[config.mk]
export PLATFORM = sky130hd
export DESIGN_NAME = wbm_spi_cmd
export DESIGN_NICKNAME = d
export VERILOG_FILES = /design/src/rtl/wbm_spi_cmd.sv
export SDC_FILE = /design/constraint.sdc
export NUM_CORES = 1
export LEC_CHECK = 0
export CAP_MARGIN = 20
export CORE_MARGIN = 1.5
export CORE_UTILIZATION = 34
export DETAILED_ROUTE_END_ITERATION = 8
export PLACE_DENSITY = 0.57
export SLEW_MARGIN = 20
export SYNTH_ARGS = -nofsm -noshare
export SYNTH_HDL_FRONTEND = slang
export SYNTH_SLANG_ARGS = --single-unit
[constraint.sdc]
create_clock -name wbm_clk_i -period 2.8 [get_ports wbm_clk_i]
set_input_delay 0.84 -clock wbm_clk_i [delete_from_list [all_inputs] [get_ports wbm_clk_i]]
set_output_delay 0.84 -clock wbm_clk_i [all_outputs]
set_load 0.005 [all_outputs]
[src/rtl/wbm_spi_cmd.sv]
// Parses SPI command frames (cmd, addr, optional 4 data bytes) into one Wishbone B4
// pipelined transaction, then streams a status byte and, for reads, 4 data bytes back.
module wbm_spi_cmd #(
  parameter int TIMEOUT = 255
) (
  input  logic        wbm_clk_i,
  input  logic        wbm_rst_i,
  input  logic        rx_stb_i,
  input  logic [7:0]  rx_data_i,
  input  logic        rx_start_i,
  output logic        tx_valid_o,
  output logic [7:0]  tx_data_o,
  input  logic        tx_ready_i,
  output logic        wbm_cyc_o,
  output logic        wbm_stb_o,
  output logic        wbm_we_o,
  output logic [3:0]  wbm_sel_o,
  output logic [7:0]  wbm_adr_o,
  output logic [31:0] wbm_dat_o,
  input  logic [31:0] wbm_dat_i,
  input  logic        wbm_stall_i,
  input  logic        wbm_ack_i
);

  typedef enum logic [2:0] {
    S_CMD   = 3'd0,
    S_ADDR  = 3'd1,
    S_WDATA = 3'd2,
    S_REQ   = 3'd3,
    S_WAIT  = 3'd4,
    S_RESP  = 3'd5
  } state_t;

  localparam logic [7:0] TMO_LAST = 8'(TIMEOUT - 1);

  state_t      r_state;
  state_t      w_state_nxt;
  state_t      w_parse_state;

  logic        r_we;
  logic [3:0]  r_sel;
  logic [7:0]  r_adr;
  logic [31:0] r_wdat;
  logic [1:0]  r_wcnt;
  logic [7:0]  r_tmo_cnt;
  logic [31:0] r_rdata;
  logic [2:0]  r_bcnt;
  logic        r_ovr;
  logic        r_cyc;
  logic        r_stb;
  logic        r_tx_vld;
  logic [7:0]  r_tx_dat;

  logic        w_parse;
  logic        w_on_bus;
  logic        w_bus_ack;
  logic        w_tmo;
  logic        w_bus_end;
  logic        w_enter_req;
  logic        w_tx_acc;
  logic        w_last_byte;
  logic        w_ovr_set;
  logic        w_ovr_clr;
  logic        w_cyc_nxt;
  logic        w_stb_nxt;
  logic        w_tx_vld_nxt;

  assign w_parse   = (r_state == S_CMD) || (r_state == S_ADDR) || (r_state == S_WDATA);
  assign w_on_bus  = (r_state == S_REQ) || (r_state == S_WAIT);
  // A frame-start pulse restarts the parser; a byte arriving with it is the new command byte.
  assign w_parse_state = rx_start_i ? S_CMD : r_state;

  // Ack counts only once the strobe has been accepted; acks outside a cycle are ignored.
  assign w_bus_ack = ((r_state == S_REQ) && !wbm_stall_i && wbm_ack_i) ||
                     ((r_state == S_WAIT) && wbm_ack_i);
  assign w_tmo       = w_on_bus && (r_tmo_cnt == TMO_LAST);
  assign w_bus_end   = w_on_bus && (w_bus_ack || w_tmo);
  assign w_enter_req = w_parse && (w_state_nxt == S_REQ);
  assign w_tx_acc    = r_tx_vld && tx_ready_i;
  assign w_last_byte = r_we ? (r_bcnt == 3'd0) : (r_bcnt == 3'd4);
  assign w_ovr_set   = rx_stb_i && !w_parse;
  // Clear overrun only if the status byte being accepted actually carried it.
  assign w_ovr_clr   = w_tx_acc && (r_bcnt == 3'd0) && r_tx_dat[2];

  always_ff @(posedge wbm_clk_i) begin
    if (wbm_rst_i) begin
      r_state <= S_CMD;
    end else begin
      r_state <= w_state_nxt;
    end
  end

  always_comb begin
    w_state_nxt = r_state;
    case (r_state)
      S_CMD, S_ADDR, S_WDATA: begin
        w_state_nxt = w_parse_state;
        if (rx_stb_i) begin
          case (w_parse_state)
            S_CMD:   w_state_nxt = S_ADDR;
            S_ADDR:  w_state_nxt = r_we ? S_WDATA : S_REQ;
            S_WDATA: w_state_nxt = (r_wcnt == 2'd3) ? S_REQ : S_WDATA;
            default: w_state_nxt = S_CMD;
          endcase
        end
      end
      S_REQ: begin
        if (w_bus_end) begin
          w_state_nxt = S_RESP;
        end else if (!wbm_stall_i) begin
          w_state_nxt = S_WAIT;
        end
      end
      S_WAIT: begin
        if (w_bus_end) begin
          w_state_nxt = S_RESP;
        end
      end
      S_RESP: begin
        if (w_tx_acc && w_last_byte) begin
          w_state_nxt = S_CMD;
        end
      end
      default: w_state_nxt = S_CMD;
    endcase
  end

  always_comb begin
    w_cyc_nxt    = (w_state_nxt == S_REQ) || (w_state_nxt == S_WAIT);
    w_stb_nxt    = (w_state_nxt == S_REQ);
    w_tx_vld_nxt = (w_state_nxt == S_RESP);
  end

  always_ff @(posedge wbm_clk_i) begin
    if (wbm_rst_i) begin
      r_cyc     <= 1'b0;
      r_stb     <= 1'b0;
      r_tx_vld  <= 1'b0;
      r_tx_dat  <= 8'h00;
      r_we      <= 1'b0;
      r_sel     <= 4'h0;
      r_adr     <= 8'h00;
      r_wdat    <= 32'h0;
      r_wcnt    <= 2'd0;
      r_tmo_cnt <= 8'h00;
      r_rdata   <= 32'h0;
      r_bcnt    <= 3'd0;
      r_ovr     <= 1'b0;
    end else begin
      r_cyc    <= w_cyc_nxt;
      r_stb    <= w_stb_nxt;
      r_tx_vld <= w_tx_vld_nxt;
      r_ovr    <= (r_ovr && !w_ovr_clr) || w_ovr_set;

      if (w_parse && rx_stb_i) begin
        case (w_parse_state)
          S_CMD: begin
            r_we  <= rx_data_i[7];
            r_sel <= rx_data_i[3:0];
          end
          S_ADDR: begin
            r_adr  <= rx_data_i;
            r_wcnt <= 2'd0;
          end
          S_WDATA: begin
            r_wdat <= {r_wdat[23:0], rx_data_i};
            r_wcnt <= r_wcnt + 2'd1;
          end
          default: ;
        endcase
      end

      if (w_enter_req) begin
        r_tmo_cnt <= 8'h00;
        r_rdata   <= 32'h0;
      end else if (w_on_bus) begin
        r_tmo_cnt <= r_tmo_cnt + 8'd1;
      end

      if (w_bus_end) begin
        r_tx_dat <= {5'b0, r_ovr || w_ovr_set, !w_bus_ack, w_bus_ack};
        r_bcnt   <= 3'd0;
        if (w_bus_ack && !r_we) begin
          r_rdata <= wbm_dat_i;
        end
      end else if ((r_state == S_RESP) && w_tx_acc) begin
        if (w_last_byte) begin
          r_tx_dat <= 8'h00;
          r_bcnt   <= 3'd0;
        end else begin
          r_tx_dat <= r_rdata[31:24];
          r_rdata  <= {r_rdata[23:0], 8'h00};
          r_bcnt   <= r_bcnt + 3'd1;
        end
      end
    end
  end

  assign wbm_cyc_o  = r_cyc;
  assign wbm_stb_o  = r_stb;
  assign wbm_we_o   = r_we;
  assign wbm_sel_o  = r_sel;
  assign wbm_adr_o  = r_adr;
  assign wbm_dat_o  = r_wdat;
  assign tx_valid_o = r_tx_vld;
  assign tx_data_o  = r_tx_dat;

endmodule
# After elaboration in Yosys (flattened, before gate mapping)
# Index checks and enable logic that the tools add are counted.
# W data, S select, Z words.
op_classes:
  n_mul: 0
  div: 0
  n_reduce_logical: 40
  mux: 21
  n_bitwise: 0
  n_lt_le_gt_ge: 0
  n_eq_ne: 13
  n_addsub: 3
  shift: 0
op_table:
  columns: ["cell", "count"]
  rows:
  - ["$mux W32", 5]
  - ["$mux W3", 9]
  - ["$eq A3 B3 Y1 const B", 5]
  - ["$logic_and A1 B1 Y1", 15]
  - ["$eq A3 B2 Y1 const B", 4]
  - ["$pmux W3 S4", 1]
  - ["$logic_not A3 Y1", 3]
  - ["$add A8 B1 Y8 const B", 1]
  - ["$eq A8 B8 Y1 const B", 1]
  - ["$logic_or A1 B1 Y1", 8]
  - ["$mux W8", 1]
  - ["$reduce_and A2 Y1", 4]
  - ["$eq A3 B1 Y1 const B", 2]
  - ["$pmux W2 S3", 1]
  - ["$logic_not A1 Y1", 5]
  - ["$pmux W2 S2", 1]
  - ["$reduce_bool A2 Y1", 2]
  - ["$reduce_or A2 Y1", 2]
  - ["$add A3 B1 Y3 const B", 1]
  - ["$mux W1", 3]
  - ["$reduce_or A3 Y1", 1]
  - ["$add A2 B1 Y2 const B", 1]
  - ["$eq A2 B2 Y1 const B", 1]
word_totals:
  ram_bits: 0
  regBits: 105
  mem_bits_ro: 0
  output_inout_bits: 56
  mem_count: 0
  latch_bits: 0

# Depth between registers and ports, before layout
# Gate-level depths: netlist (run 1).
logic_depth:
  ltp_word: 14
  mapped_depth: 8
  mapped_depth_nobuf: 6

# Worst setup path after synthesis (run 1)
# Ideal clock, no wire load.
synth_timing:
  path_kind: "input to register"
  start: "input wbm_stall_i"
  end: "register r_rdata[0]"
  t_required_ns: 2.683
  arrival_time_ns: 2.061
  slack_ns: 0.622
  path_buffers: 1
  path_stages: 6
  cell_sequence: "nor4bb_1 -> o21a_1 -> clkbuf_1 -> or3_4 -> o32ai_4 -> a22o_1"
synth_between:
  elab_chain_len: 14
  word_cells_on_any_way: 18
synth_rtl:
  columns: ["item", "line_no", "source"]
  rows:
  - ["start, declared", "21", "input logic wbm_stall_i,"]
  - ["$logic_not A1 Y1", null, null]
  - ["$logic_and A1 B1 Y1 (2 in a row)", "74", "assign w_bus_ack = ((r_state == S_REQ) && !wbm_stall_i && wbm_ack_i) ||"]
  - ["$logic_or A1 B1 Y1", "74", null]
  - ["$logic_or A1 B1 Y1", "77", "assign w_bus_end = w_on_bus && (w_bus_ack || w_tmo);"]
  - ["$logic_and A1 B1 Y1", "77", null]
  - ["$mux W3, on equally long branches", "115, 108", null]
  - ["$pmux W3 S4", "95", "case (r_state)"]
  - ["$eq A3 B2 Y1", "78", "assign w_enter_req = w_parse && (w_state_nxt == S_REQ);"]
  - ["$logic_and A1 B1 Y1", "78", null]
  - ["$mux W32", "173", "if (w_enter_req) begin"]
  - ["$mux W32", "187", "if (w_last_byte) begin"]
  - ["$mux W32", "186", "end else if ((r_state == S_RESP) && w_tx_acc) begin"]
  - ["$mux W32 *", "180", "if (w_bus_end) begin"]
  - ["end signal, assigned", "184", "r_rdata <= wbm_dat_i;"]
  - ["end signal, assigned", "192", "r_rdata <= {r_rdata[23:0], 8'h00};"]
  - ["end, declared", "46", "logic [31:0] r_rdata;"]
# Every way passes the cells marked *; elsewhere a longest branch is shown, timed or not.
# A chain may end at the register's enable or synchronous reset.

# Worst setup path in the final report (run 1)
layout_timing:
  start: "input rx_start_i"
  end: "register r_rdata[4]"
layout_between:
  elab_chain_len: 11
  word_cells_on_any_way: 14
layout_rtl:
  columns: ["item", "line_no", "source"]
  rows:
  - ["start, declared", "10", "input logic rx_start_i,"]
  - ["$mux W3 *", "71", "assign w_parse_state = rx_start_i ? S_CMD : r_state;"]
  - ["$eq A3 B2 Y1, or another cell as far along", "99", "case (w_parse_state)"]
  - ["$pmux W2 S3", "99", null]
  - ["$mux W3 *", "98", "if (rx_stb_i) begin"]
  - ["$pmux W3 S4 *", "95", null]
  - ["$eq A3 B2 Y1 *", "78", null]
  - ["$logic_and A1 B1 Y1 *", "78", null]
  - ["$mux W32 *", "173", null]
  - ["$mux W32", "187", null]
  - ["$mux W32", "186", null]
  - ["$mux W32 *", "180", null]
# Marked as above.

==> flow_summary.ini, run 1 <==
[clock_network]
post_cts_buffers = 0
post_cts_resized = 0
cts_buffer_depth = 2
clock_latency_ns = 0.34
holdBufCountCts = 0
htree_levels = 3
clk_pin_slew_ns = 0.07
clock-root-buffer = clkbuf_16
cts_sinks = 105
cts_buffers = 9
tritoncts = yes

[grt]
grt_antenna_before_repair = 0
grt_pass1_vias = 3625
grtUsageTotal = 0.168
grt_pass1_wl_um = 17400
grt_remaining_overflow = 0
grt_max_degree = 48

[cells_and_area]
multi_input_area_um2 = 1890
final_cell_count_no_fill = 729
fillers = 1193
finalNetCount = 629
syn_to_final_growth_pct = 37.1
final_cell_mix = dfxtp_1, clkdlybuf4s50_1, nand2_1
ff_latch_area_um2 = 2100
mostFrequentLayoutCell = dfxtp_1
fin_area_um2 = 5700
drive_gt1_frac = 0.0825
n_antenna_cell = 0

[logic_synthesis]
mappedNetlistArea_um2 = 4160
syn_nets = 529
synth-edff-count = 0
synthCells = 477
avgSynthCellArea_um2 = 8.72
synth_cell_type_count = 50
synth_ff_type = dfxtp_1
yosys_register_bits = 105
ys_seq_area_frac = 0.505
yosys_warnings = 0
async_reset_ff_frac = 0

[route]
first_pass_iters = 6
viasPerCell = 5.07
vias = 3699
remaining_drc_errors = 0
wire_per_inst_um = 14.5
drt_wl_total_um = 10600
drt_iter0_markers = 224
ant_nets = 0

[sta]
setup_viol = 0
worstMarginPinSlew_ns = 0.488
finalMaxSlewViolations = 0
tns_ns = 0
relSlewSlack = 0.675
min_period_ns = 2.40
hold_viol_final = 0
fmax_ghz = 0.416
rsz0062_at_grt = false
finClkSkew_ns = 0.00898
finalCritPeriodShare = 0.858

[power_and_ir_drop]
peakVddDrop_mv = 0.313
pwr-share-comb = 0.073
p_leak_nw = 2.08
pwr-share-clk = 0.410
power_density_nw_per_um2 = 517
power_switching_share = 0.230
pwr-share-seq = 0.517
p_switching_mw = 0.680
p_int_mw = 2.27
design_power_total_mw = 2.95

[status]
status = finished, final reports clean

[floorplanning]
fp.coreArea_um2 = 12000
die_h_um = 114
die_area_um2 = 12900
ios = 103
start_util = 0.348
fp-row-count = 40
die_x_um = 114

[placed_design]
gp_congestion = 0.768
placed_area_um2 = 5410
io_buffers = 102
dpl.cell_count = 713
dpl.hpwl_um = 7490

[critical_path]
critPathMaxFanout = 8
cpMaxStageDelayCell = clkdlybuf4s50_1
crit_family = buffers and inverters
path_buf_inv = 3
critPathMaxStageDelay_ns = 0.45
crit_arrival_ns = 2.69
crit_path_cell_trace = clkdlybuf4s50_1, and4b_1, a221oi_1, buf_4, or3_4, o32ai_4, buf_12, a22o_1
required_ns = 3.09
crit_type = input pin to flop
endpoint_kind = flop
start_kind = input pin

[run]
drv_cap = 0

[worst_hold_path]
hold_class = flop to flop
## metrics by stage
stage                     setup slack, ns  hold slack [ns]  utilization
after floorplan                     0.622            0.436            -
after global placement             0.0678            0.444        0.453
after detailed placement           0.0414            0.453        0.453
after CTS                           0.392            0.464        0.477
after global routing                0.330            0.487        0.477
final                               0.397            0.458        0.477
## tightest hold or removal path, delay by kind of cell (launching register included)
family           cells  cell delay, ns
AO/OA/AOI/OAI        1            0.05
flip-flops           1            0.31
AND/OR/NAND/NOR      1            0.05
## kinds of logic (layout without fill, tap and decap cells)
logic type	Yosys count	after routing	synth area share
adders and majority gates	5	5	0.0150
and+or+nand+nor	189	189	0.205
DFF	105	105	0.505
buffers and inverters	41	146	0.0400
AOI/OAI and AO/OA	118	118	0.189
muxes	13	13	0.0313
xor gates and xnor gates	6	6	0.0144
## worst paths after layout
| path | cells past startpoint | end | start | slack (ns) |
|---|---|---|---|---|
| worst max-delay path | 8 | r_rdata[4] | rx_start_i | 0.40 |
| worst min-delay path | 2 | wbm_dat_o[26] | wbm_dat_o[26] | 0.46 |
| worst max register to register | 6 | r_bcnt[2] | r_state[2] | 0.60 |
| worst min register to register | 2 | wbm_dat_o[26] | wbm_dat_o[26] | 0.46 |
## layer usage
layer	GRT usage	up-vias	wire (um)
met2	0.283	107	4780
li1	-	1861	-
met3	0.0404	10	595
met4	0.0425	0	104
met1	0.218	1721	5070
met5	0	-	0
## cell type report
| cell class | count | area share |
|---|---|---|
| inverters | 11 | 0.00724 |
| well taps | 147 | 0.0322 |
| repair buffers | 119 | 0.209 |
| multi-input cells | 331 | 0.332 |
| clock inverters | 6 | 0.00921 |
| clock buffers | 10 | 0.0419 |
| flip-flops and latches | 105 | 0.369 |
## power groups by stage
stage                     Clock (mW)  Sequential, mW  Combinational [mW]
after floorplan                    0            1.55              0.0909
after global placement             0            1.56               0.214
after detailed placement           0            1.56               0.216
after CTS                       1.25            1.53               0.218
after global routing            1.31            1.53               0.234
final                           1.21            1.53               0.216
## registers in the layout, summed over array words and instances (netlist names)
signal and flops:
r_bcnt 3, r_ovr 1, r_rdata 32, r_state 3
r_tmo_cnt 8, r_wcnt 2, tx_data_o 8, tx_valid_o 1
wbm_adr_o 8, wbm_cyc_o 1, wbm_dat_o 32, wbm_sel_o 4
wbm_stb_o 1, wbm_we_o 1
## synthesized netlist by cell type (5+ instances only)
master    count  share of area
dfxtp_1     105           0.51
nand2_1      78          0.070
nor2_1       54          0.049
a21oi_1      50          0.060
nor3_1       20          0.024
clkbuf_1     19          0.017
o22ai_1      17          0.026
a22oi_1      14          0.025
mux2i_1      13          0.031
inv_1        11         0.0099
buf_2        10          0.012
a22o_1        8          0.017
ha_1          5          0.015
nand4_1       5         0.0075
(Power assumes the default switching activity.)
==> run 2, diff against run 1 <==
Settings changed: SETUP_SLACK_MARGIN from default to 0.02.
==> results of run 2 <==
The final DEF is identical to that of run 1; final timing and power are the same.
==> run 3, diff against run 2 <==
Settings changed: CORE_UTILIZATION 34 to 53, GPL_TIMING_DRIVEN from default to 0, PLACE_DENSITY 0.57 to 0.83.
==> run 3 against run 2 <==
  * Register-to-register slack gained 0.08 ns
  * Via count grew 1.5%
  * Die area fell by 35%
  * Global-route usage up 8.0 points
  * Wire length decreased by 3.6%
  * Flip-flop and latch count stayed put
  * Clock power is 30% lower
  * First-iteration DRC count is 8.0% lower
  * Critical path type unchanged
  * Critical endpoint is now r_rdata[3]
  * Largest cell class unchanged
==> flow_summary.ini, run 3 (synthesized netlist as in run 1, its figures left out) <==
[power_and_ir_drop]
design_power_total_mw = 2.57
peakVddDrop_mv = 0.274
p_switching_mw = 0.624
power_density_nw_per_um2 = 469
pwr-share-comb = 0.083
pwr-share-clk = 0.326
p_leak_nw = 2.00
power_switching_share = 0.242
p_int_mw = 1.95
pwr-share-seq = 0.591

[sta]
hold_viol_final = 0
tns_ns = 0
finalMaxSlewViolations = 0
worstMarginPinSlew_ns = 0.727
setup_viol = 0
min_period_ns = 2.60
fmax_ghz = 0.385
finalCritPeriodShare = 0.928
rsz0062_at_grt = false
relSlewSlack = 0.512
finClkSkew_ns = 0.00787

[route]
viasPerCell = 5.39
remaining_drc_errors = 0
first_pass_iters = 4
ant_nets = 0
drt_iter0_markers = 206
wire_per_inst_um = 14.6
vias = 3756
drt_wl_total_um = 10200

[floorplanning]
start_util = 0.544
fp-row-count = 32
die_h_um = 91.6
fp.coreArea_um2 = 7650
die_x_um = 91.6
die_area_um2 = 8390
ios = 103

[cells_and_area]
syn_to_final_growth_pct = 31.8
fin_area_um2 = 5490
n_antenna_cell = 0
utilization = 0.717
finalNetCount = 642
drive_gt1_frac = 0.0672
mostFrequentLayoutCell = dfxtp_1
fillers = 619
final_cell_mix = dfxtp_1, clkdlybuf4s50_1, nand2_1

[critical_path]
cpMaxStageDelayCell = clkdlybuf4s50_1
required_ns = 3.12
crit_path_cell_trace = clkdlybuf4s50_1, nor4bb_2, o21a_1, clkbuf_1, or3_4, o32ai_4, a22o_1
endpoint_kind = flop
crit_arrival_ns = 2.92
critPathMaxFanout = 10
critPathMaxStageDelay_ns = 0.58
start_kind = input pin
crit_type = input pin to flop

[grt]
grt_pass1_vias = 3496
grt_pass1_wl_um = 16600
grt_max_degree = 18
grt_antenna_before_repair = 0
grt_remaining_overflow = 0
grtUsageTotal = 0.248

[worst_hold_path]
hold_class = flop to flop

[clock_network]
tritoncts = yes
cts_buffer_depth = 2
clk_pin_slew_ns = 0.10
cts_sinks = 105
htree_levels = 3
post_cts_buffers = 0
clock_latency_ns = 0.37
clock-root-buffer = clkbuf_8
cts_buffers = 9

[placed_design]
dpl.hpwl_um = 7630
io_buffers = 102
gp_congestion = 0.834
placed_area_um2 = 5310

[status]
status = finished, final reports clean

[run]
drv_cap = 0
==> run 3: changes by cell type in the layout (fill, tap and decap cells not counted), moves of 2 or more <==
| cell | before | now |
|---|---|---|
| buf_12 | 4 | 0 |
| buf_2 | 1 | 10 |
| clkinv_4 | 3 | 0 |
| inv_6 | 0 | 2 |
| clkinv_2 | 0 | 2 |
| clkbuf_8 | 1 | 9 |
| clkbuf_1 | 0 | 20 |
| clkbuf_16 | 9 | 0 |
| buf_4 | 13 | 0 |
==> run 3: stage by stage <==
stage / std cells / hold slack (ns) / setup slack [ns]
final: 697 / 0.458 / 0.202
after global routing: 697 / 0.477 / 0.104
after detailed placement: 681 / 0.446 / -0.175
after global placement: 681 / 0.441 / -0.115
after floorplan: 477 / 0.436 / 0.622
after CTS: 697 / 0.459 / 0.202
==> run 3: critical path, delay by kind of cell <==
kind | cells | cell delay (ns)
compound gates | 3 | 0.75
buf+inv | 2 | 0.79
simple gates | 2 | 0.53
==> run 3: worst paths after layout <==
| path | from | end | slack (ns) | cells after the start |
|---|---|---|---|---|
| setup / recovery | wbm_stall_i | r_rdata[3] | 0.20 | 7 |
| hold / removal | wbm_dat_o[30] | wbm_dat_o[30] | 0.46 | 2 |
| setup reg to reg | r_state[0] | r_tmo_cnt[6] | 0.68 | 8 |
| hold reg to reg | wbm_dat_o[30] | wbm_dat_o[30] | 0.46 | 2 |
==> run 3: power groups by stage <==
stage,combinational [mW],clock (mW),sequential (mW)
after global placement,0.206,0,1.56
after floorplan,0.0909,0,1.55
final,0.212,0.841,1.52
after global routing,0.230,0.904,1.52
after detailed placement,0.210,0,1.56
after CTS,0.211,0.847,1.52
==> run 3: repair_timing <==
action,in CTS,in global routing
setup endpoints to repair,0,1
gates resized for setup,0,1
hold buffers,0,0
==> run 3: area by class of cell <==
class                   count  area (um^2)  share of cell area
flip-flops and latches    105         2100               0.383
multi-input cells         331         1900               0.346
repair buffers            102         1020               0.186
clock buffers              10          128              0.0233
well taps                 102          128              0.0233
plain buffers              30          125              0.0228
clock inverters             6         42.5             0.00776
inverters                  11         41.3             0.00753
==> run 3: metal layers <==
layer	vias up	wire [um]	global-route usage
li1	1890	-	-
met1	1769	4810	0.340
met2	80	4780	0.398
met3	17	446	0.0360
met4	0	149	0.0872
met5	-	0	0
